$ cat src/rtl/inst_fetch.sv
// -----------------------------------------------------------------------------
// inst_fetch
//
// Instruction fetch stage. Owns the fetch program counter (fpc), reads the
// byte-addressed, big-endian instruction ROM one 32-bit word per cycle and
// holds the fetched word in an instruction register offered to decode with a
// valid/ready handshake. Handles redirects from later stages, a halt opcode,
// and misaligned/out-of-range fetch addresses, which end in a terminal fault.
//
// Ports:
//   clk            in   clock, rising edge
//   nrst           in   asynchronous active-low reset
//   romAddr        out  ROM byte address, always equal to fpc
//   romNrd         out  ROM read enable, active-low
//   romData        in   ROM word for romAddr, valid in the same cycle
//   instOut        out  registered instruction
//   pcOut          out  byte address of instOut
//   pcPlus4        out  pcOut + 4 (wraps mod 2^32)
//   instValid      out  instOut holds an unconsumed instruction
//   decReady       in   decode accepts instOut this cycle
//   redirect       in   next fetch address comes from redirectTarget
//   redirectTarget in   redirect byte address
//   halted         out  registered, high while halted
//   fault          out  registered, high after a bad fetch address
// -----------------------------------------------------------------------------
module inst_fetch #(
    parameter int          ROM_BYTES   = 100,
    parameter logic [31:0] RESET_PC    = 32'h0,
    parameter logic [5:0]  HALT_OPCODE = 6'h3F
) (
    input  logic        clk,
    input  logic        nrst,
    output logic [31:0] romAddr,
    output logic        romNrd,
    input  logic [31:0] romData,
    output logic [31:0] instOut,
    output logic [31:0] pcOut,
    output logic [31:0] pcPlus4,
    output logic        instValid,
    input  logic        decReady,
    input  logic        redirect,
    input  logic [31:0] redirectTarget,
    output logic        halted,
    output logic        fault
);

    typedef enum logic [1:0] {
        RUN   = 2'd0,
        HALT  = 2'd1,
        FAULT = 2'd2
    } state_t;

    // Highest byte address at which a whole word still fits in the ROM.
    localparam logic [31:0] LAST_ADDR = 32'(ROM_BYTES - 4);

    state_t      state, state_d;
    logic [31:0] fpc, fpc_d;
    logic [31:0] inst_d, pc_d;
    logic        valid_d;
    logic        fetch_ok;
    logic        load;

    // Unsigned compare: addresses near 2^32 are simply large, never valid.
    assign fetch_ok = (fpc[1:0] == 2'b00) && (fpc <= LAST_ADDR);
    assign load     = (state == RUN) && fetch_ok && (!instValid || decReady);

    assign romAddr  = fpc;
    assign romNrd   = !((state == RUN) && fetch_ok);
    assign pcPlus4  = pcOut + 32'd4;

    // Next-state logic. Branch order is the event priority:
    // redirect, fault entry, load/halt, drain.
    always_comb begin
        // NOTE: every signal gets a hold value first so no path leaves one
        // unassigned; otherwise synthesis would infer a latch.
        state_d = state;
        fpc_d   = fpc;
        inst_d  = instOut;
        pc_d    = pcOut;
        valid_d = instValid;

        if (redirect && state != FAULT) begin
            // Flush only; the target is fetched on the following edge.
            state_d = RUN;
            fpc_d   = redirectTarget;
            valid_d = 1'b0;
        end else if (state == RUN && !fetch_ok) begin
            state_d = FAULT;
            if (decReady) valid_d = 1'b0;
        end else if (load) begin
            inst_d  = romData;
            pc_d    = fpc;
            valid_d = 1'b1;
            fpc_d   = fpc + 32'd4;
            // The halt word itself still goes to decode.
            if (romData[31:26] == HALT_OPCODE) state_d = HALT;
        end else if (decReady) begin
            valid_d = 1'b0;
        end
    end

    always_ff @(posedge clk or negedge nrst) begin
        if (!nrst) begin
            state     <= RUN;
            fpc       <= RESET_PC;
            instOut   <= 32'h0;
            pcOut     <= 32'h0;
            instValid <= 1'b0;
            halted    <= 1'b0;
            fault     <= 1'b0;
        end else begin
            // NOTE: non-blocking assignments so every register samples the
            // pre-edge values, independent of statement order.
            state     <= state_d;
            fpc       <= fpc_d;
            instOut   <= inst_d;
            pcOut     <= pc_d;
            instValid <= valid_d;
            // Flags follow the state transition on the same edge.
            halted    <= (state_d == HALT);
            fault     <= (state_d == FAULT);
        end
    end

endmodule

$ cat config.mk
export PLATFORM = sky130hd
export DESIGN_NAME = inst_fetch
export DESIGN_NICKNAME = d
export VERILOG_FILES = /design/src/rtl/inst_fetch.sv
export SDC_FILE = /design/constraint.sdc
export NUM_CORES = 1
export LEC_CHECK = 0
export ABC_AREA = 1
export BUFFER_PORTS_ARGS = -buffer_cell sky130_fd_sc_hd__buf_2
export CAP_MARGIN = 25
export CORE_MARGIN = 2
export CORE_UTILIZATION = 50
export CTS_BUF_LIST = sky130_fd_sc_hd__clkbuf_4 sky130_fd_sc_hd__clkbuf_8
export DETAILED_ROUTE_END_ITERATION = 6
export PLACE_DENSITY_LB_ADDON = 0.1
export SYNTH_ARGS = -nofsm -noshare
export SYNTH_HDL_FRONTEND = slang
export SYNTH_SLANG_ARGS = --single-unit
$ cat constraint.sdc
create_clock -name clk -period 1.9 [get_ports clk]
set_input_delay 0.19 -clock clk [delete_from_list [all_inputs] [get_ports clk]]
set_output_delay 0.19 -clock clk [all_outputs]
set_load 0.01 [all_outputs]
==> results of run 1 <==
## synth_stat cells (all sizes together), types with 7 or more instances
master / n
nand2: 167
dfrtp: 101
inv: 94
o21ai: 49
nor2: 41
nand3: 28
xor2: 21
buf: 17
nand4: 13
nor3: 8
xnor2: 8
mux2i: 7
## cell type report
type	instances	area [µm²]
Clock inverter	4	72.6
Timing Repair Buffer	267	1670
Tap cell	133	166
Sequential cell	101	2540
Clock buffer	11	145
Inverter	94	353
Multi-Input combinational cell	357	2160
Fill cell	793	2630
## metal layers
| metal | GRT usage | vias to the layer above | part of all wire |
|---|---|---|---|
| met2 | 0.430 | 165 | 0.50 |
| met3 | 0.0636 | 25 | 0.067 |
| met5 | 0 | - | 0 |
| met4 | 0.0753 | 0 | 0.017 |
| li1 | - | 2286 | - |
| met1 | 0.316 | 2221 | 0.42 |
## metrics by stage
| stage | TNS, ns | cell area (µm²) |
|---|---|---|
| global route | -7.04 | 7100 |
| finish | -4.07 | 7100 |
| CTS | -2.09 | 6730 |
| global placement | 0 | 6150 |
| floorplan | 0 | 4970 |
| detailed placement | 0 | 6150 |
## repair_timing
action                                  CTS  global route
cloned                                    0             6
hold buffers                              1             0
setup buffers                            25            17
hold endpoints to repair                101             0
pin swaps                                17            16
gates resized for setup                  50            31
endpoints found under the setup margin   25            64
## worst max-delay path: stages (launching register included)
cell     delay, ns
dfrtp_1       0.37
buf_4         0.12
buf_6         0.10
inv_2         0.06
nor3_4        0.28
buf_6         0.15
buf_4         0.09
buf_4         0.11
xor2_2        0.18
buf_2         0.16
## registers in the layout, summed over array words and instances, names as in the netlist
| signal | cells |
|---|---|
| pcOut | 32 |
| instOut | 32 |
| instValid | 1 |
| romAddr | 32 |
| halted | 1 |
| fault | 1 |
| state | 2 |
## path summary, 6_finish.rpt
kind,endpoint,cells after the start,from
hold / removal,romAddr[1]$_DFFE_PN0P_,3,redirectTarget[1]
min in group asynchronous,instOut[18]$_DFFE_PN0P_,3,nrst
max in group asynchronous,pcOut[24]$_DFFE_PN0P_,3,nrst
setup / recovery,pcPlus4[5],9,pcOut[2]$_DFFE_PN0P_
setup reg to reg,instOut[13]$_DFFE_PN0P_,12,romAddr[3]$_DFFE_PN0P_
hold reg to reg,instOut[28]$_DFFE_PN0P_,2,instOut[28]$_DFFE_PN0P_
## kinds of logic (layout without fill, tap and decap cells)
logic type      after synthesis  in the layout  share of synthesized area
compound gates               52             52                     0.0735
fa+ha+maj                     3              3                    0.00755
simple gates                266            266                      0.240
mux                           7              7                     0.0141
flops                       101            101                      0.508
buf+inv                     115            376                      0.106
xor+xnor                     29             29                     0.0511
## power breakdown
group / leakage, µW / switching (µW) / internal, µW / total (µW)
Combinational: 0.00282 / 961 / 692 / 1650
Sequential: 0.00134 / 291 / 2500 / 2790
Clock: 0.000109 / 730 / 784 / 1510
Total: 0.00426 / 1980 / 3980 / 5960
==> results_dict.tcl, run 1 <==
set metrics [dict create \
    worst_skew_pair.late_latency_ns 0.36 \
    tritoncts_clock_tree "built" \
    globalRoute.totalOverflow 0 \
    post-route-util 0.730 \
    dp_slack_ns 0.0910 \
    clkTransAtPathRegs_ns 0.09 \
    std_cell_rows 36 \
    drive_gt1_frac 0.457 \
    vias_in_the_first_global_route 4559 \
    maximum_buffer_depth_of_the_clock_tree 2 \
    status "finished, violations left" \
    die_width_um 104 \
    finalWirelength_um 14200 \
    clock-root-buffer "clkbuf_8" \
    antenna_cells_inserted 0 \
    max_freq_mhz 460 \
    final_cell_count_no_fill 967 \
    startpoint_type "register" \
    hp-class "primary input to register" \
    number_of_enable_flip_flop_cells_after_synthesis 0 \
    fin_nets 901 \
    final.setup_skew_ns 0.00827 \
    powerDensity_mw_per_mm2 839 \
    pin_count_of_the_biggest_net_entering_global_routing 102 \
    wire_length_of_the_first_global_routing_pass_um 22000 \
    timing.final.hold_violations 0 \
    irDropWorstVdd_mv 0.667 \
    maximum_capacitance_violations 0 \
    globalplace.congestion 0.915 \
    grt_antenna_before_repair 0 \
    post-synth-top-area-cell "dfrtp_1" \
    required_time_of_the_critical_path_ns 1.71 \
    total_power_uw 5960 \
    failed_checks "setup timing" \
    slew_margin_rel 0.625 \
    period_minus_slack_ns 2.17 \
    postSynthAreaPerCell_um2 8.68 \
    post-route-drc-count 0 \
    syn2layout_area_growth_pct 42.8 \
    yosys.cell_types.count 33 \
    ioPinCount 200 \
    leading_cell_type_in_the_layout_fill_and_taps_excluded "buf_2" \
    setup_viol_count_final 24 \
    setup.reg_to_reg.worst_slack_ns 0.07 \
    dpl.cell_count 903 \
    seq_area_frac_synth 0.508 \
    worstSetupPathType "register to output pin" \
    cts.sinks 101 \
    endpoint_class_of_the_critical_path "output pin" \
    unrepaired_setup_endpoints_after_global_routing "yes" \
    routed_wire_length_per_instance_um 14.7 \
    detail-route-antenna-nets 0 \
    detailedRoute.firstIterationViolations 224 \
    critical_path_arrival_ns 1.98 \
    fin_worst_hold_slack_ns 0.0187 \
    port_buffers 199 \
    worst_slew_pin_slew_ns 0.562 \
    fp.coreArea_mm2 0.00973 \
    drt_pre_antenna_iters 4 \
    synth.cell_area_mm2 0.00497 \
    post-route-worst-setup-slack_ns -0.273 \
    die-height_um 104 \
    ys_ff_latch 101 \
    yosys_warnings 0 \
    avgViaCountPerCell 4.86 \
    synthesized_netlist_net_count 644 \
    cp_max_fo 3 \
    area_of_the_die_mm2 0.0108 \
    dr_total_vias 4697 \
    layout_common_cells "buf_2, nand2_1, dfrtp_1" \
    yosys.area.top_type_share 0.508 \
    synth_cells 573 \
    ctsHtreeMaxLevel 3 \
    static-leakage-power_uw 0.00426 \
    synthTopCellsByArea "dfrtp_1, nand2_1, inv_1" \
    ys_async_sr_fraction 1.00 \
    fin_crit_sh 1.14 \
    dp_hpwl_um 9310 \
    drv_slew 0 \
    numCtsBuffers 9 \
    total_routing_usage_reported_by_global_routing 0.252 \
    start_util 0.511 \
    yosys_most_used_dff "dfrtp_1" \
]
No activity file was read; power rests on OpenSTA's default activity.
==> inputs of run 2 (changes only) <==
TNS_END_PERCENT = 10   (was default)
==> results_dict.tcl, run 2 (synthesis results as in run 1) <==
set metrics [dict create \
    status "finished, violations left" \
    failed_checks "setup timing" \
    ioPinCount 200 \
    powerDensity_mw_per_mm2 882 \
    worstReg2RegEnd "instOut[26]$_DFFE_PN0P_" \
    leading_cell_type_in_the_layout_fill_and_taps_excluded "buf_2" \
    pin_count_of_the_biggest_net_entering_global_routing 102 \
    post-route-util 0.684 \
    worst_skew_pair.late_latency_ns 0.36 \
    post-route-drc-count 0 \
    globalplace.congestion 0.915 \
    drive_gt1_frac 0.418 \
    slew_margin_rel 0.624 \
    avgViaCountPerCell 4.75 \
    use_met3 0.0623 \
    hp-class "primary input to register" \
    fin_worst_hold_slack_ns 0.0166 \
    std_cell_rows 36 \
    period_minus_slack_ns 2.11 \
    antenna_cells_inserted 0 \
    start_util 0.511 \
    tritoncts_clock_tree "built" \
    dr_total_vias 4430 \
    critical_path_arrival_ns 1.92 \
    routed_wire_length_per_instance_um 13.6 \
    whs_path_depth 3 \
    finalWirelength_um 12700 \
    dp_slack_ns 0.0910 \
    worstRegToRegCells 10 \
    timing.final.hold_violations 0 \
    static-leakage-power_uw 0.00399 \
    worstSetupPathType "register to output pin" \
    grt-busiest-layer "met2" \
    clock-root-buffer "clkbuf_8" \
    ctsHtreeMaxLevel 3 \
    grt_antenna_before_repair 0 \
    max_freq_mhz 473 \
    final.setup_skew_ns 0.00966 \
    drt_pre_antenna_iters 4 \
    fin_crit_sh 1.11 \
    numCtsBuffers 9 \
    detail-route-antenna-nets 0 \
    unrepaired_setup_endpoints_after_global_routing "yes" \
    cts.sinks 101 \
    grtUsageMet1 0.310 \
    startpoint_type "register" \
    setup_viol_count_final 21 \
    die-height_um 104 \
    min-delay-start "redirectTarget[1]" \
    drv_slew 0 \
    maximum_buffer_depth_of_the_clock_tree 2 \
    port_buffers 199 \
    grt_use_met2 0.405 \
    die_width_um 104 \
    post-route-worst-setup-slack_ns -0.212 \
    maximum_capacitance_violations 0 \
    r2r_start "romAddr[2]$_DFFE_PN0P_" \
    cp_max_fo 4 \
    area_of_the_die_mm2 0.0108 \
    irDropWorstVdd_mv 0.674 \
    syn2layout_area_growth_pct 33.8 \
    layout_common_cells "buf_2, nand2_1, inv_1" \
    vias_in_the_first_global_route 4365 \
    fp.coreArea_mm2 0.00973 \
    worst_slew_pin_slew_ns 0.564 \
    dp_hpwl_um 9310 \
    fin_nets 867 \
    setup.reg_to_reg.worst_slack_ns 0.14 \
    endpoint_class_of_the_critical_path "output pin" \
    globalRoute.totalOverflow 0 \
    clkTransAtPathRegs_ns 0.09 \
    hold_path_end "romAddr[1]$_DFFE_PN0P_" \
    detailedRoute.firstIterationViolations 213 \
    required_time_of_the_critical_path_ns 1.71 \
    total_routing_usage_reported_by_global_routing 0.241 \
    wire_length_of_the_first_global_routing_pass_um 21100 \
]
-- run 2: changes by cell type in the layout (fill, tap and decap cells not counted), sizes merged --
cell / before / now
buf: 263 / 232
clkbuf: 14 / 11
-- run 2: power breakdown --
part / switching (µW) / internal, µW / total (µW)
Combinational: 916 / 630 / 1550
Sequential: 299 / 2500 / 2800
Clock: 737 / 784 / 1520
Total: 1950 / 3920 / 5870
-- run 2: final cells by class --
type,instances,area (µm²)
flip-flops and latches,101,2550
clock buffers,11,145
clock inverters,4,72.6
fillers,884,3080
repair buffers,233,1300
well taps,133,166
inverters,94,353
multi-input cells,357,2070
-- run 2: worst max path at each step --
stage                              endpoint              startpoint  slack, ns
floorplan                       pcPlus4[24]    pcOut[2]$_DFFE_PN0P_       0.19
global placement                pcPlus4[28]   pcOut[26]$_DFFE_PN0P_       0.14
detailed placement  instOut[18]$_DFFE_PN0P_  romAddr[2]$_DFFE_PN0P_       0.09
CTS                             pcPlus4[24]    pcOut[2]$_DFFE_PN0P_      -0.22
global route                    pcPlus4[24]    pcOut[3]$_DFFE_PN0P_      -0.32
finish                          pcPlus4[23]    pcOut[2]$_DFFE_PN0P_      -0.21
-- run 2: worst max-delay path: stages (launching register included) --
cell and delay, ns:
dfrtp_1 0.40, buf_4 0.17, inv_1 0.11, nor3_4 0.23, nand4_4 0.17, nor2_4 0.13
nand2_1 0.07, xnor2_1 0.13, buf_2 0.15
-- run 2: what timing repair did --
action                                  CTS  global route
setup buffers                             3            11
hold endpoints to repair                101             0
resized for setup                        20            35
hold buffers                              1             0
endpoints found under the setup margin   25            36
pin swaps                                 3            11
-- run 2: stage by stage --
step / total power (µW) / TNS, ns / instances / instance area, µm²
after floorplan: 3690 / 0 / 573 / 4970
after global placement: 4330 / 0 / 903 / 6150
after detailed placement: 4400 / 0 / 903 / 6150
after CTS: 5920 / -2.82 / 922 / 6470
after global routing: 6260 / -5.05 / 933 / 6650
final: 5870 / -2.19 / 933 / 6650
-- run 2: metal layers --
metal / routed length, µm / vias to the layer above
met4: 167 / 0
met5: 0 / -
met3: 812 / 14
met2: 6290 / 130
li1: - / 2206
met1: 5430 / 2080
==> inputs of run 3 (changes only) <==
CORE_MARGIN = default   (was 2)
==> results_dict.tcl, run 3 (synthesis results as in run 1) <==
set metrics [dict create \
    status "finished, violations left" \
    failed_checks "setup timing" \
    r2r_start "romAddr[2]$_DFFE_PN0P_" \
    numCtsBuffers 9 \
    hp-class "primary input to register" \
    cp_max_fo 3 \
    critical_path_arrival_ns 1.91 \
    placement.cell_area_mm2 0.00615 \
    fin_nets 886 \
    sequential_cell_area_mm2 0.00255 \
    detail-route-antenna-nets 0 \
    nFillCells 808 \
    drt_pre_antenna_iters 4 \
    wire_length_of_the_first_global_routing_pass_um 19700 \
    dr_total_vias 4582 \
    total_routing_usage_reported_by_global_routing 0.248 \
    p_int_uw 3800 \
    vias_in_the_first_global_route 4205 \
    period_minus_slack_ns 2.10 \
    worstRegToRegCells 11 \
    fp.coreArea_mm2 0.00968 \
    endpoint_class_of_the_critical_path "output pin" \
    worst_setup_path_endpoint "pcPlus4[30]" \
    avgViaCountPerCell 4.81 \
    globalRoute.totalOverflow 0 \
    fin_crit_sh 1.11 \
    slew_margin_rel 0.773 \
    post-route-drc-count 0 \
    tritoncts_clock_tree "built" \
    combPwrFrac 0.293 \
    seqPwrFrac 0.484 \
    globalplace.congestion 0.921 \
    setup.reg_to_reg.worst_slack_ns 0.03 \
    timing.final.hold_violations 0 \
    grt_antenna_before_repair 0 \
    finalInstanceArea_mm2 0.00691 \
    setup_viol_count_final 21 \
    worstSetupPathType "register to output pin" \
    tns_ns -1.74 \
    syn2layout_area_growth_pct 38.8 \
    dp_hpwl_um 9110 \
    drive_gt1_frac 0.461 \
    leading_cell_type_in_the_layout_fill_and_taps_excluded "buf_2" \
    startpoint "pcOut[2]$_DFFE_PN0P_" \
    detailedRoute.firstIterationViolations 148 \
    pin_count_of_the_biggest_net_entering_global_routing 59 \
    start_util 0.514 \
    drv_slew 0 \
    routed_wire_length_per_instance_um 13.8 \
    ioPinCount 200 \
    final_cell_count_no_fill 953 \
    die_width_um 102 \
    clock-root-buffer "clkbuf_8" \
    layout_common_cells "buf_2, nand2_1, inv_1" \
    cts.sinks 101 \
    ctsHtreeMaxLevel 3 \
    worst_skew_pair.late_latency_ns 0.36 \
    irDropWorstVdd_mv 0.766 \
    unrepaired_setup_endpoints_after_global_routing "yes" \
    total_power_uw 5780 \
    max_freq_mhz 476 \
    port_buffers 199 \
    area_of_the_die_mm2 0.0104 \
    switching_share 0.342 \
    post-route-worst-setup-slack_ns -0.202 \
    std_cell_rows 36 \
    maximum_buffer_depth_of_the_clock_tree 2 \
    required_time_of_the_critical_path_ns 1.71 \
    final.setup_skew_ns 0.0100 \
    power.net_switching_uw 1970 \
    powerDensity_mw_per_mm2 837 \
    static-leakage-power_uw 0.00413 \
    multi_input_comb_area_mm2 0.00218 \
    clkTransAtPathRegs_ns 0.09 \
    clockPowerShare 0.223 \
    die-height_um 102 \
    maximum_capacitance_violations 0 \
    post-route-util 0.713 \
    dpl.cell_count 901 \
    startpoint_type "register" \
    worst_slew_pin_slew_ns 0.340 \
    worstReg2RegEnd "instOut[29]$_DFFE_PN0P_" \
    antenna_cells_inserted 0 \
    finalWirelength_um 13100 \
]
-- run 3: how the worst min path moves through the flow --
stage / startpoint / depth (start not counted) / to / slack, ns
detailed placement: nrst / 1 / instOut[9]$_DFFE_PN0P_ / 0.09
global placement: nrst / 1 / instOut[9]$_DFFE_PN0P_ / 0.09
CTS: redirectTarget[11] / 3 / romAddr[11]$_DFFE_PN0P_ / 0.0005
floorplan: nrst / 0 / fault$_DFF_PN0_ / -0.11
finish: redirectTarget[15] / 3 / romAddr[15]$_DFFE_PN0P_ / 0.02
global route: redirectTarget[1] / 3 / romAddr[1]$_DFFE_PN0P_ / 0.007
-- run 3: per-stage QoR --
stage | hold slack (ns) | worst slack (ns)
2_1_floorplan | -0.106 | 0.192
3_3_place_gp | 0.0887 | 0.158
3_5_place_dp | 0.0886 | 0.0842
4_1_cts | 0.000492 | -0.263
5_1_grt | 0.00700 | -0.291
6_report | 0.0233 | -0.202
-- run 3: per-layer routing --
layer,vias to the layer above,share of wire,GRT usage
li1,2248,-,-
met3,26,0.061,0.0649
met1,2145,0.41,0.304
met4,0,0.024,0.0936
met2,163,0.50,0.419
met5,-,0,0
-- run 3: cell type report --
cell class / instances / share of cell area
multi-input combinational: 357 / 0.315
sequential: 101 / 0.369
clock buffer: 13 / 0.0241
timing repair buffer: 252 / 0.214
inverter: 94 / 0.0511
clock inverter: 3 / 0.00290
tap: 133 / 0.0241
-- run 3: critical path, cell delays in order, from the launching register on --
cell	delay, ns
dfrtp_1	0.37
buf_6	0.11
ha_4	0.13
nand3_4	0.09
buf_6	0.14
nor4_4	0.25
buf_4	0.17
nand2_2	0.06
nand2_2	0.06
nand2_2	0.06
buf_6	0.12
-- run 3: repair_timing --
item                                    CTS  global route
endpoints found under the setup margin   25            95
hold endpoints to repair                 21             0
buffers inserted                          9            25
hold buffers                              2             0
pin swaps                                12            22
resized for setup                        30            59
-- run 3: power groups by stage --
stage	Sequential, µW	Clock (µW)	Combinational [µW]
6_report	2800	1290	1690
5_1_grt	2850	1420	1900
4_1_cts	2800	1340	1560
3_5_place_dp	2830	0	1550
3_3_place_gp	2820	0	1510
2_1_floorplan	2960	0	735
